$ cat config.mk
export PLATFORM = sky130hd
export DESIGN_NAME = output_result_buffer
export DESIGN_NICKNAME = d
export VERILOG_FILES = /design/src/rtl/output_result_buffer.sv
export SDC_FILE = /design/constraint.sdc
export NUM_CORES = 1
export LEC_CHECK = 0
export CORE_UTILIZATION = 45
export DETAILED_ROUTE_END_ITERATION = 6
export GPL_TIMING_DRIVEN = 0
export MAX_ROUTING_LAYER = met4
export SYNTH_ARGS = -nofsm -noshare
export SYNTH_HDL_FRONTEND = slang
export SYNTH_SLANG_ARGS = --single-unit
$ cat constraint.sdc
create_clock -name clk -period 2.4 [get_ports clk]
set_clock_uncertainty 0.05 [all_clocks]
set_input_delay 0.48 -clock clk [delete_from_list [all_inputs] [get_ports clk]]
set_output_delay 0.48 -clock clk [all_outputs]
set_load 0.03 [all_outputs]
$ cat src/rtl/output_result_buffer.sv
// Result register file fed by the accumulator write port, drained to the host
// over a valid/ready stream. Per-entry valid bits flag words that were never refreshed.
module output_result_buffer #(
   parameter int DATA_W = 32,
   parameter int ADDR_W = 4,
   parameter int DEPTH  = 16
) (
   input  logic              clk,
   input  logic              rst,
   input  logic              wr_en,
   input  logic [ADDR_W-1:0] wr_addr,
   input  logic [DATA_W-1:0] wr_data,
   input  logic              drain_start,
   input  logic [ADDR_W-1:0] drain_base,
   input  logic [ADDR_W:0]   drain_len,
   output logic              out_valid,
   input  logic              out_ready,
   output logic [DATA_W-1:0] out_data,
   output logic [ADDR_W-1:0] out_addr,
   output logic              out_stale,
   output logic              busy,
   output logic              done,
   output logic              overwrite
);

   localparam logic [1:0] S_IDLE    = 2'd0;
   localparam logic [1:0] S_FETCH   = 2'd1;
   localparam logic [1:0] S_PRESENT = 2'd2;
   localparam logic [1:0] S_DONE    = 2'd3;

   logic [1:0]        state;
   logic [ADDR_W-1:0] ptr;
   logic [ADDR_W:0]   rem;
   logic [DATA_W-1:0] mem [DEPTH];
   logic [DEPTH-1:0]  vld;

   // Storage has no reset; the valid bits alone decide whether a word is meaningful.
   always_ff @(posedge clk) begin
      if (wr_en) begin
         mem[wr_addr] <= wr_data;
      end
   end

   // A write to the entry being fetched lands after the clear, so it stays valid.
   always_ff @(posedge clk or negedge rst) begin
      if (!rst) begin
         vld <= '0;
      end else begin
         if (state == S_FETCH) begin
            vld[ptr] <= 1'b0;
         end
         if (wr_en) begin
            vld[wr_addr] <= 1'b1;
         end
      end
   end

   always_ff @(posedge clk or negedge rst) begin
      if (!rst) begin
         overwrite <= 1'b0;
      end else if (wr_en && vld[wr_addr]) begin
         overwrite <= 1'b1;
      end else if (state == S_IDLE && drain_start) begin
         overwrite <= 1'b0;
      end
   end

   // Each word takes a FETCH cycle into the output register, then waits in PRESENT.
   always_ff @(posedge clk or negedge rst) begin
      if (!rst) begin
         state     <= S_IDLE;
         ptr       <= '0;
         rem       <= '0;
         out_data  <= '0;
         out_addr  <= '0;
         out_stale <= 1'b0;
      end else begin
         case (state)
            S_IDLE: begin
               if (drain_start) begin
                  ptr   <= drain_base;
                  rem   <= (drain_len == '0) ? (ADDR_W+1)'(DEPTH) : drain_len;
                  state <= S_FETCH;
               end
            end
            S_FETCH: begin
               out_data  <= mem[ptr];
               out_addr  <= ptr;
               out_stale <= ~vld[ptr];
               state     <= S_PRESENT;
            end
            S_PRESENT: begin
               if (out_ready) begin
                  ptr   <= ptr + 1'b1;
                  rem   <= rem - 1'b1;
                  state <= (rem == (ADDR_W+1)'(1)) ? S_DONE : S_FETCH;
               end
            end
            S_DONE: begin
               state <= S_IDLE;
            end
            default: begin
               state <= S_IDLE;
            end
         endcase
      end
   end

   assign out_valid = (state == S_PRESENT);
   assign busy      = (state != S_IDLE);
   assign done      = (state == S_DONE);

endmodule

==> flow_metrics.tcl <==
set metrics [dict create \
    synth-async-reset-ratio_pct 11.27 \
    synth_area_um2 22740 \
    slew_headroom_pct 23.80 \
    fin_nets 1511 \
    outcome "finished clean" \
    synthDistinctLibCells 48 \
    antenna_found_initial 1 \
    start_util_pct 45.51 \
    overflow 0 \
    die_area_um2 51430 \
    min_path_type "primary input to async pin" \
    cts_sinks 577 \
    timing.hold.ws_ns 0.2834 \
    place_area_um2 25080 \
    portBuffers 89 \
    drc 0 \
    grt_pass1_wl_um 82940 \
    p_leak_nw 9.325 \
    synthCells 1260 \
    synthesis.nets 1316 \
    coreArea_um2 49970 \
    fin_ws_ns 0.05230 \
    rsz0062_at_grt "true" \
    synth_edf_count 512 \
    final_util_pct 54.69 \
    worst-setup-path-type "primary input to flop" \
    numCtsBuffers 59 \
    drt-total-wl_um 57180 \
    clkTransAtPathRegs_ns 0.06 \
    cp.arrival_ns 2.59 \
    worst_pin_slew_ns 1.143 \
    syn_avg_cell_area_um2 18.05 \
    clock_path_buffers 3 \
    p_int_mw 21.08 \
    fp.dieW_um 226.8 \
    ir_drop_mv 0.6514 \
    fin_cells 2177 \
    wl_per_cell_um 26.27 \
    powerDensity_nw_per_um2 1138 \
    cts_tree "built" \
    cap_violations 0 \
    seqPwrFrac_pct 39.1 \
    ios 91 \
    mostFrequentLayoutCell "edfxtp_1" \
    drive_above_1_share_pct 15.95 \
    viasPerCell 5.709 \
    area_growth_pct 20.18 \
    dpl.hpwl_um 37110 \
    dr.pass1.iters 5 \
    ys_seq_area_share_pct 74.77 \
    switching_share_pct 32.21 \
    global_route.usage.total_pct 23.38 \
    setup_viol 0 \
    htreeDepth 2 \
    min_period_ns 2.348 \
    hold_viol 0 \
    ys_warn_count 0 \
    die_h_um 226.8 \
    drt_iter0_markers 1248 \
    drv_slew 0 \
    pwr-share-clk_pct 29.2 \
    required_ns 2.65 \
    synth-main-ff-cell "edfxtp_1" \
    place_ws_ns -1.108 \
    fin_area_um2 27330 \
    antenna_cells 0 \
    fmax_mhz 425.9 \
    clock_latency_ns 0.61 \
    ff2ff_path_depth 7 \
    finalPower_mw 31.10 \
    antenna_left 0 \
    routabilityCongestion 0.8736 \
    pwr-share-comb_pct 31.7 \
    rr_endpoint "out_data[16]" \
    critPathLaunchType "primary input" \
    cts_root_buffer "clkbuf_16" \
    ys_seq_elements 577 \
    grt_max_degree 46 \
    vias 12430 \
    place_inst 2042 \
    r2r_slack_ns 0.08 \
    num_rows 82 \
    grt_pass1_vias 12380 \
    switching_power_mw 10.02 \
    end_kind "flop" \
    finalSetupTns_ns 0 \
    r2r_start "ptr[3]" \
    period_share_pct 97.82 \
    path_max_fanout 23 \
    mostFrequentLayoutCells "edfxtp_1, mux2i_1, clkdlybuf4s50_1" \
]
## routing by layer
metal	share of wire (%)	up-vias	global-route usage (%)
met5	0	-	-
met4	2.5	0	7.432
met3	7.4	90	4.315
met2	47	506	35.77
met1	43	6384	31.77
li1	-	5449	-
## sequential cells by signal, summed over array words and instances (netlist names)
signal     cells
vld           16
rem            5
out_stale      1
state          2
ptr            4
overwrite      1
out_addr       4
out_data      32
mem          512
## layout make-up
cell class / count / area [um2]
clock inverters: 31 / 317.8
plain buffers: 72 / 640.6
clock buffers: 80 / 1607
flip-flops and latches: 577 / 17000
fillers: 3919 / 22640
repair buffers: 134 / 1667
well taps: 672 / 840.8
inverters: 8 / 30.03
multi-input cells: 603 / 5224
## logic make-up after synthesis
group / synth area share, %
AND/OR/NAND/NOR: 3.373
adder cells (fa/ha/maj): 0.3301
multiplexers: 13.06
flip-flops: 74.77
buffers and inverters: 2.889
AO/OA/AOI/OAI: 5.579
## timing repair
item                                    CTS  global route
hold buffers                              1             0
gates cloned                              0             0
pin swaps                                12             2
endpoints found under the hold margin    20             0
endpoints found under the setup margin  396            64
setup buffers                            18             5
resized for setup                        10            16
## power by group through the flow
stage,Combinational [mW],Sequential (mW),Clock (mW)
after global placement,9.68,12.4,0
final,9.85,12.2,9.08
after global routing,10.5,12.2,9.58
after CTS,9.89,12.2,9.24
after detailed placement,9.83,12.4,0
after floorplan,5.77,12.8,0
## cells in the mapped netlist (3+ instances only)
cell       number  share of area [%]
a21oi_1        10               0.22
a221oi_1       13               0.50
a22oi_1         8               0.26
a2bb2oi_1      10               0.39
a31oi_1        32               0.88
buf_1           3              0.050
buf_12          9               0.79
buf_2           9               0.20
buf_4           8               0.26
buf_6          13               0.64
buf_8           6               0.40
clkbuf_1       23               0.38
dfrtp_1        65                7.2
edfxtp_1      512                 68
ha_1            6               0.33
inv_1           8               0.13
mux2_2          3               0.15
mux2i_1       179                7.9
mux4_1         17                2.0
mux4_2         31                3.1
nand2_1        27               0.45
nand2b_1       11               0.30
nand3_1        17               0.37
nand3b_1        6               0.20
nor2_1         80                1.3
nor2b_1         7               0.19
nor3_1          6               0.13
o21ai_0        39               0.86
o21ai_1        12               0.26
o22ai_1        64                1.8
or3b_1          3               0.12
## worst max-delay path, cell delays in order
cell             delay (ns)
clkdlybuf4s50_1        0.56
clkbuf_2               0.38
nand2b_1               0.37
nor2_4                 0.49
buf_12                 0.28
## how the worst max path moves through the flow
stage | start | end | slack (ns) | cells past startpoint
6_report | wr_addr[2] | mem[6][1] | 0.05 | 5
5_1_grt | ptr[3] | out_data[16] | -0.02 | 7
4_1_cts | state[0] | done | 0.002 | 2
3_5_place_dp | wr_addr[2] | mem[4][23] | -1.11 | 5
3_3_place_gp | wr_addr[1] | mem[8][28] | -3.00 | 4
2_1_floorplan | wr_addr[2] | mem[12][0] | -0.48 | 3
No activity file was read; power rests on OpenSTA's default activity.
